### config.mk
export PLATFORM = sky130hd
export DESIGN_NAME = scan_chain_ctrl_flat
export DESIGN_NICKNAME = d
export VERILOG_FILES = /design/src/rtl/scan_chain_ctrl_if.sv /design/src/rtl/scan_chain_ctrl.sv /design/src/flat_wrapper.sv
export SDC_FILE = /design/constraint.sdc
export NUM_CORES = 1
export LEC_CHECK = 0
export BUFFER_PORTS_ARGS = -buffer_cell sky130_fd_sc_hd__buf_2
export CAP_MARGIN = 20
export CORE_MARGIN = 4
export CORE_UTILIZATION = 46
export CTS_CLUSTER_DIAMETER = 60
export DETAILED_ROUTE_END_ITERATION = 8
export MAX_ROUTING_LAYER = met4
export PLACE_DENSITY = 0.68
export SKIP_CTS_REPAIR_TIMING = 1
export SYNTH_ARGS = -nofsm -noshare
export SYNTH_HDL_FRONTEND = slang
export SYNTH_SLANG_ARGS = --single-unit
### constraint.sdc
create_clock -name clk -period 2.94 [get_ports clk]
set_input_delay 0.147 -clock clk [delete_from_list [all_inputs] [get_ports clk]]
set_output_delay 0.147 -clock clk [all_outputs]
set_load 0.01 [all_outputs]
### src/rtl/scan_chain_ctrl_if.sv
// Scan chain controller bus: control handshake, serial scan pins and parallel capture/drive.
// The parity signal exists only when SCAN_PARITY_EN is defined.
interface scan_chain_ctrl_if #(
  parameter int WIDTH = 111
);
  logic             start;
  logic             abort;
  logic             s_in;
  logic             s_valid;
  logic [WIDTH-1:0] par_in;
  logic [WIDTH-1:0] par_out;
  logic             s_out;
  logic             busy;
  logic             done;
`ifdef SCAN_PARITY_EN
  logic             parity;
`endif

  modport master (
    output start, abort, s_in, s_valid, par_in,
    input  par_out, s_out, busy, done
`ifdef SCAN_PARITY_EN
    , input parity
`endif
  );

  modport slave (
    input  start, abort, s_in, s_valid, par_in,
    output par_out, s_out, busy, done
`ifdef SCAN_PARITY_EN
    , output parity
`endif
  );
endinterface

### src/rtl/scan_chain_ctrl.sv
// Capture/shift/update scan chain controller with a registered parallel drive.
// Define SCAN_PARITY_EN to add an even-parity flag over the bits shifted in.
module scan_chain_ctrl #(
  parameter int WIDTH = 111,
  parameter int CNT_W = $clog2(WIDTH + 1)
) (
  input logic         clk,
  input logic         rst,
  scan_chain_ctrl_if.slave bus
);
  typedef enum logic [1:0] {IDLE, CAPTURE, SHIFT, UPDATE} state_t;

  state_t           state_reg;
  logic [WIDTH-1:0] chain_reg;
  logic [WIDTH-1:0] chain_shifted;
  logic [CNT_W-1:0] cnt_reg;
  logic [WIDTH-1:0] par_out_reg;
  logic             done_reg;
  logic             busy_reg;
`ifdef SCAN_PARITY_EN
  logic             parity_reg;
`endif

  // A one-bit chain degenerates to a plain load of s_in.
  generate
    if (WIDTH == 1) begin : g_shift_one
      assign chain_shifted = bus.s_in;
    end else begin : g_shift_wide
      assign chain_shifted = {chain_reg[WIDTH-2:0], bus.s_in};
    end
  endgenerate

  always_ff @(posedge clk) begin
    if (rst) begin
      state_reg   <= IDLE;
      chain_reg   <= '0;
      cnt_reg     <= '0;
      par_out_reg <= '0;
      done_reg    <= 1'b0;
      busy_reg    <= 1'b0;
`ifdef SCAN_PARITY_EN
      parity_reg  <= 1'b0;
`endif
    end else begin
      done_reg <= 1'b0;
      if (bus.abort) begin
        state_reg <= IDLE;
        busy_reg  <= 1'b0;
      end else begin
        case (state_reg)
          IDLE: begin
            if (bus.start) begin
              state_reg <= CAPTURE;
              busy_reg  <= 1'b1;
            end
          end
          CAPTURE: begin
            chain_reg  <= bus.par_in;
            cnt_reg    <= '0;
`ifdef SCAN_PARITY_EN
            parity_reg <= 1'b0;
`endif
            state_reg  <= SHIFT;
          end
          SHIFT: begin
            if (bus.s_valid) begin
              chain_reg  <= chain_shifted;
              cnt_reg    <= cnt_reg + 1'b1;
`ifdef SCAN_PARITY_EN
              parity_reg <= parity_reg ^ bus.s_in;
`endif
              if (cnt_reg == CNT_W'(WIDTH - 1)) begin
                state_reg <= UPDATE;
              end
            end
          end
          UPDATE: begin
            par_out_reg <= chain_reg;
            done_reg    <= 1'b1;
            busy_reg    <= 1'b0;
            state_reg   <= IDLE;
          end
          default: begin
            state_reg <= IDLE;
            busy_reg  <= 1'b0;
          end
        endcase
      end
    end
  end

  assign bus.par_out = par_out_reg;
  assign bus.s_out   = chain_reg[WIDTH-1];
  assign bus.busy    = busy_reg;
  assign bus.done    = done_reg;
`ifdef SCAN_PARITY_EN
  assign bus.parity  = parity_reg;
`endif
endmodule
### src/flat_wrapper.sv
// flat-port wrapper written by rule: the top's interface ports become plain ports
module scan_chain_ctrl_flat 
#(
  parameter int WIDTH = 111,
  parameter int CNT_W = $clog2(WIDTH + 1)
)
  (clk, rst, bus_start, bus_abort, bus_s_in, bus_s_valid, bus_par_in, bus_par_out, bus_s_out, bus_busy, bus_done);
  scan_chain_ctrl_if #(.WIDTH(WIDTH)) bus_i ();
  input logic clk;
  input logic rst;
  input wire logic [$bits(bus_i.start)-1:0] bus_start;
  input wire logic [$bits(bus_i.abort)-1:0] bus_abort;
  input wire logic [$bits(bus_i.s_in)-1:0] bus_s_in;
  input wire logic [$bits(bus_i.s_valid)-1:0] bus_s_valid;
  input wire logic [$bits(bus_i.par_in)-1:0] bus_par_in;
  output wire logic [$bits(bus_i.par_out)-1:0] bus_par_out;
  output wire logic [$bits(bus_i.s_out)-1:0] bus_s_out;
  output wire logic [$bits(bus_i.busy)-1:0] bus_busy;
  output wire logic [$bits(bus_i.done)-1:0] bus_done;
  assign bus_i.start = bus_start;
  assign bus_i.abort = bus_abort;
  assign bus_i.s_in = bus_s_in;
  assign bus_i.s_valid = bus_s_valid;
  assign bus_i.par_in = bus_par_in;
  assign bus_par_out = bus_i.par_out;
  assign bus_s_out = bus_i.s_out;
  assign bus_busy = bus_i.busy;
  assign bus_done = bus_i.done;
  scan_chain_ctrl #(.WIDTH(WIDTH), .CNT_W(CNT_W)) u_core (.clk(clk), .rst(rst), .bus(bus_i));
endmodule
==> impl_metrics.env <==
export IMPL_h_tree_depth=1
export IMPL_cap_violations=0
export IMPL_overflow=0
export IMPL_chipHeight_um=152
export IMPL_power_density_mw_per_mm2=604
export IMPL_core_area_mm2=0.0204
export IMPL_final_cell_mix="233 x dfxtp_1, 229 x buf_2, 227 x nand2_1"
export IMPL_max_freq_ghz=0.429
export IMPL_placed_area_mm2=0.0108
export IMPL_period_needed_ns=2.33
export IMPL_post_route_period_util=0.793
export IMPL_netlist_top_cells_area="dfxtp_1 49%, mux2i_1 12%, nand2_1 8.9%"
export IMPL_worst_pin_slew_ns=0.793
export IMPL_cts_buffer_depth=3
export IMPL_cp_data_arrival_time_ns=2.74
export IMPL_rsz0062_at_grt="no"
export IMPL_num_vias=7863
export IMPL_fp_dieW_um=152
export IMPL_final_cell_area_mm2=0.0120
export IMPL_ios=231
export IMPL_row_count=52
export IMPL_track_usage=0.197
export IMPL_cts_buffers=26
export IMPL_port_buffers=230
export IMPL_crit_type="register to register"
export IMPL_yosys_area_top_type_share=0.487
export IMPL_clock_skew_ns=0.0145
export IMPL_slew_headroom=0.471
export IMPL_clk_insertion_delay_late_ns=0.52
export IMPL_grt_busiest_layer="met2"
export IMPL_path_max_fanout=55
export IMPL_grt_pass1_vias=7577
export IMPL_cts_root_buf="clkbuf_16"
export IMPL_drive_above_1_share=0.272
export IMPL_syn_area_mm2=0.00958
export IMPL_power_total_uw=7250
export IMPL_cts_tree="yes"
export IMPL_synth_edf_count=0
export IMPL_leakagePower_uw=0.00444
export IMPL_syn_inst=1043
export IMPL_run_status="complete, but fails checks"
export IMPL_met2_usage=0.305
export IMPL_wirelength_um=23200
export IMPL_use_met1=0.260
export IMPL_clock_sinks=233
export IMPL_grt_max_degree=89
export IMPL_vdd_drop_max_v=0.000385
export IMPL_async_flop_share=0
export IMPL_start_kind="register"
export IMPL_min_path_type="input pin to register"
export IMPL_final_common_cell="dfxtp_1"
export IMPL_ys_seq_elements=233
export IMPL_synth_top_area_cell="dfxtp_1"
export IMPL_worstPathRequired_ns=3.35
export IMPL_first_iter_violations=341
export IMPL_grt_pass1_wl_um=38400
export IMPL_crit_buf_inv=2
export IMPL_synth_ff_type="dfxtp_1"
export IMPL_dp_hpwl_um=14800
export IMPL_start_util=0.470
export IMPL_clk_pin_slew_worst_paths_ns=0.06
export IMPL_crit_path_end_kind="register"
export IMPL_area_delta_synth_final_pct=25.4
export IMPL_holdWs_ns=-0.0246
export IMPL_final_max_slew_viol_count=0
export IMPL_synth_warnings=0
export IMPL_violations="hold timing"
export IMPL_finalHoldViolCount=17
export IMPL_grt_antenna_before_repair=2
export IMPL_avgViaCountPerCell=5.07
export IMPL_nets=1382
export IMPL_yosysSeqAreaShare=0.487
export IMPL_ant_nets=0
export IMPL_cp_slowest_stage_delay_ns=0.45
export IMPL_first_pass_iters=4
export IMPL_fin_tns_setup_ns=0
export IMPL_synth_nets=1165
export IMPL_met3_usage=0.0542
export IMPL_avgSynthCellArea_um2=9.18
export IMPL_die_area_mm2=0.0232
export IMPL_avgRoutedWirePerCell_um=15.0
export IMPL_routabilityCongestion=0.746
export IMPL_setup_viol=0
export IMPL_drc=0
export IMPL_path_cells="inv_1, ha_1, nor2b_1, and2_4, buf_4, nor2_1, a211oi_1"
export IMPL_yosysUniqueCellTypes=32
export IMPL_critPathSlowestCell="buf_4"
export IMPL_path_delay_family="simple AND/OR/NAND/NOR gates"
-- report_power, final --
group	switching (uW)	total (uW)	internal, uW
Combinational	281	522	240
Clock	1250	3410	2150
Sequential	72.8	3320	3250
-- metrics by stage --
step | utilization | setup WS [ns] | std cells
final | 0.590 | 0.609 | 1551
after global placement | 0.529 | 0.715 | 1469
after global routing | 0.590 | 0.297 | 1551
after CTS | 0.573 | 0.569 | 1516
after floorplan | - | 1.15 | 1043
after detailed placement | 0.529 | 0.613 | 1469
-- layer usage --
layer  vias to the layer above  wire (um)
li1                       4014          -
met1                      3618      10500
met2                       206      10700
met3                        25       1680
met4                         0        319
met5                         -          0
-- worst reg2reg max path, cell delays in order (launching register included) --
cell and delay, ns:
dfxtp_1 0.41, inv_1 0.07, ha_1 0.29, nor2b_1 0.42
and2_4 0.28, buf_4 0.45, nor2_1 0.10, a211oi_1 0.24
-- synth_stat cells (all sizes together), types with 2 or more instances --
cell type and n:
nand2 227, a211oi 111, nand2b 3, nand4 5, dfxtp 233, buf 57, a21oi 115, mux2i 111
inv 4, clkbuf 31, and2 3, ha 5, xor2 5, nor2b 2, nor2 120
-- layout make-up --
cell class / count / area, um2
clock buffers: 40 / 774
flip-flops and latches: 233 / 4660
well taps: 270 / 338
diodes: 2 / 5.00
multi-input cells: 718 / 4420
repair buffers: 277 / 1660
fillers: 1780 / 8350
inverters: 4 / 15.0
clock inverters: 7 / 135
-- worst paths after layout --
check	from	to	slack, ns	cells after the start
hold reg to reg	u_core.bus.par_out[52]	u_core.bus.par_out[52]	0.45	2
setup reg to reg	u_core.state_reg[1]	u_core.chain_reg[91]	0.61	7
setup / recovery	u_core.state_reg[1]	u_core.chain_reg[91]	0.61	7
hold / removal	bus_par_in[75]	u_core.chain_reg[75]	-0.02	3
-- logic make-up after synthesis --
logic type | synth area share
flip-flops | 0.487
AND/OR/NAND/NOR | 0.149
buffers and inverters | 0.0545
multiplexers | 0.116
AO/OA/AOI/OAI | 0.182
XOR/XNOR | 0.00549
adder cells (fa/ha/maj) | 0.00653
No activity file was read; power rests on OpenSTA's default activity.
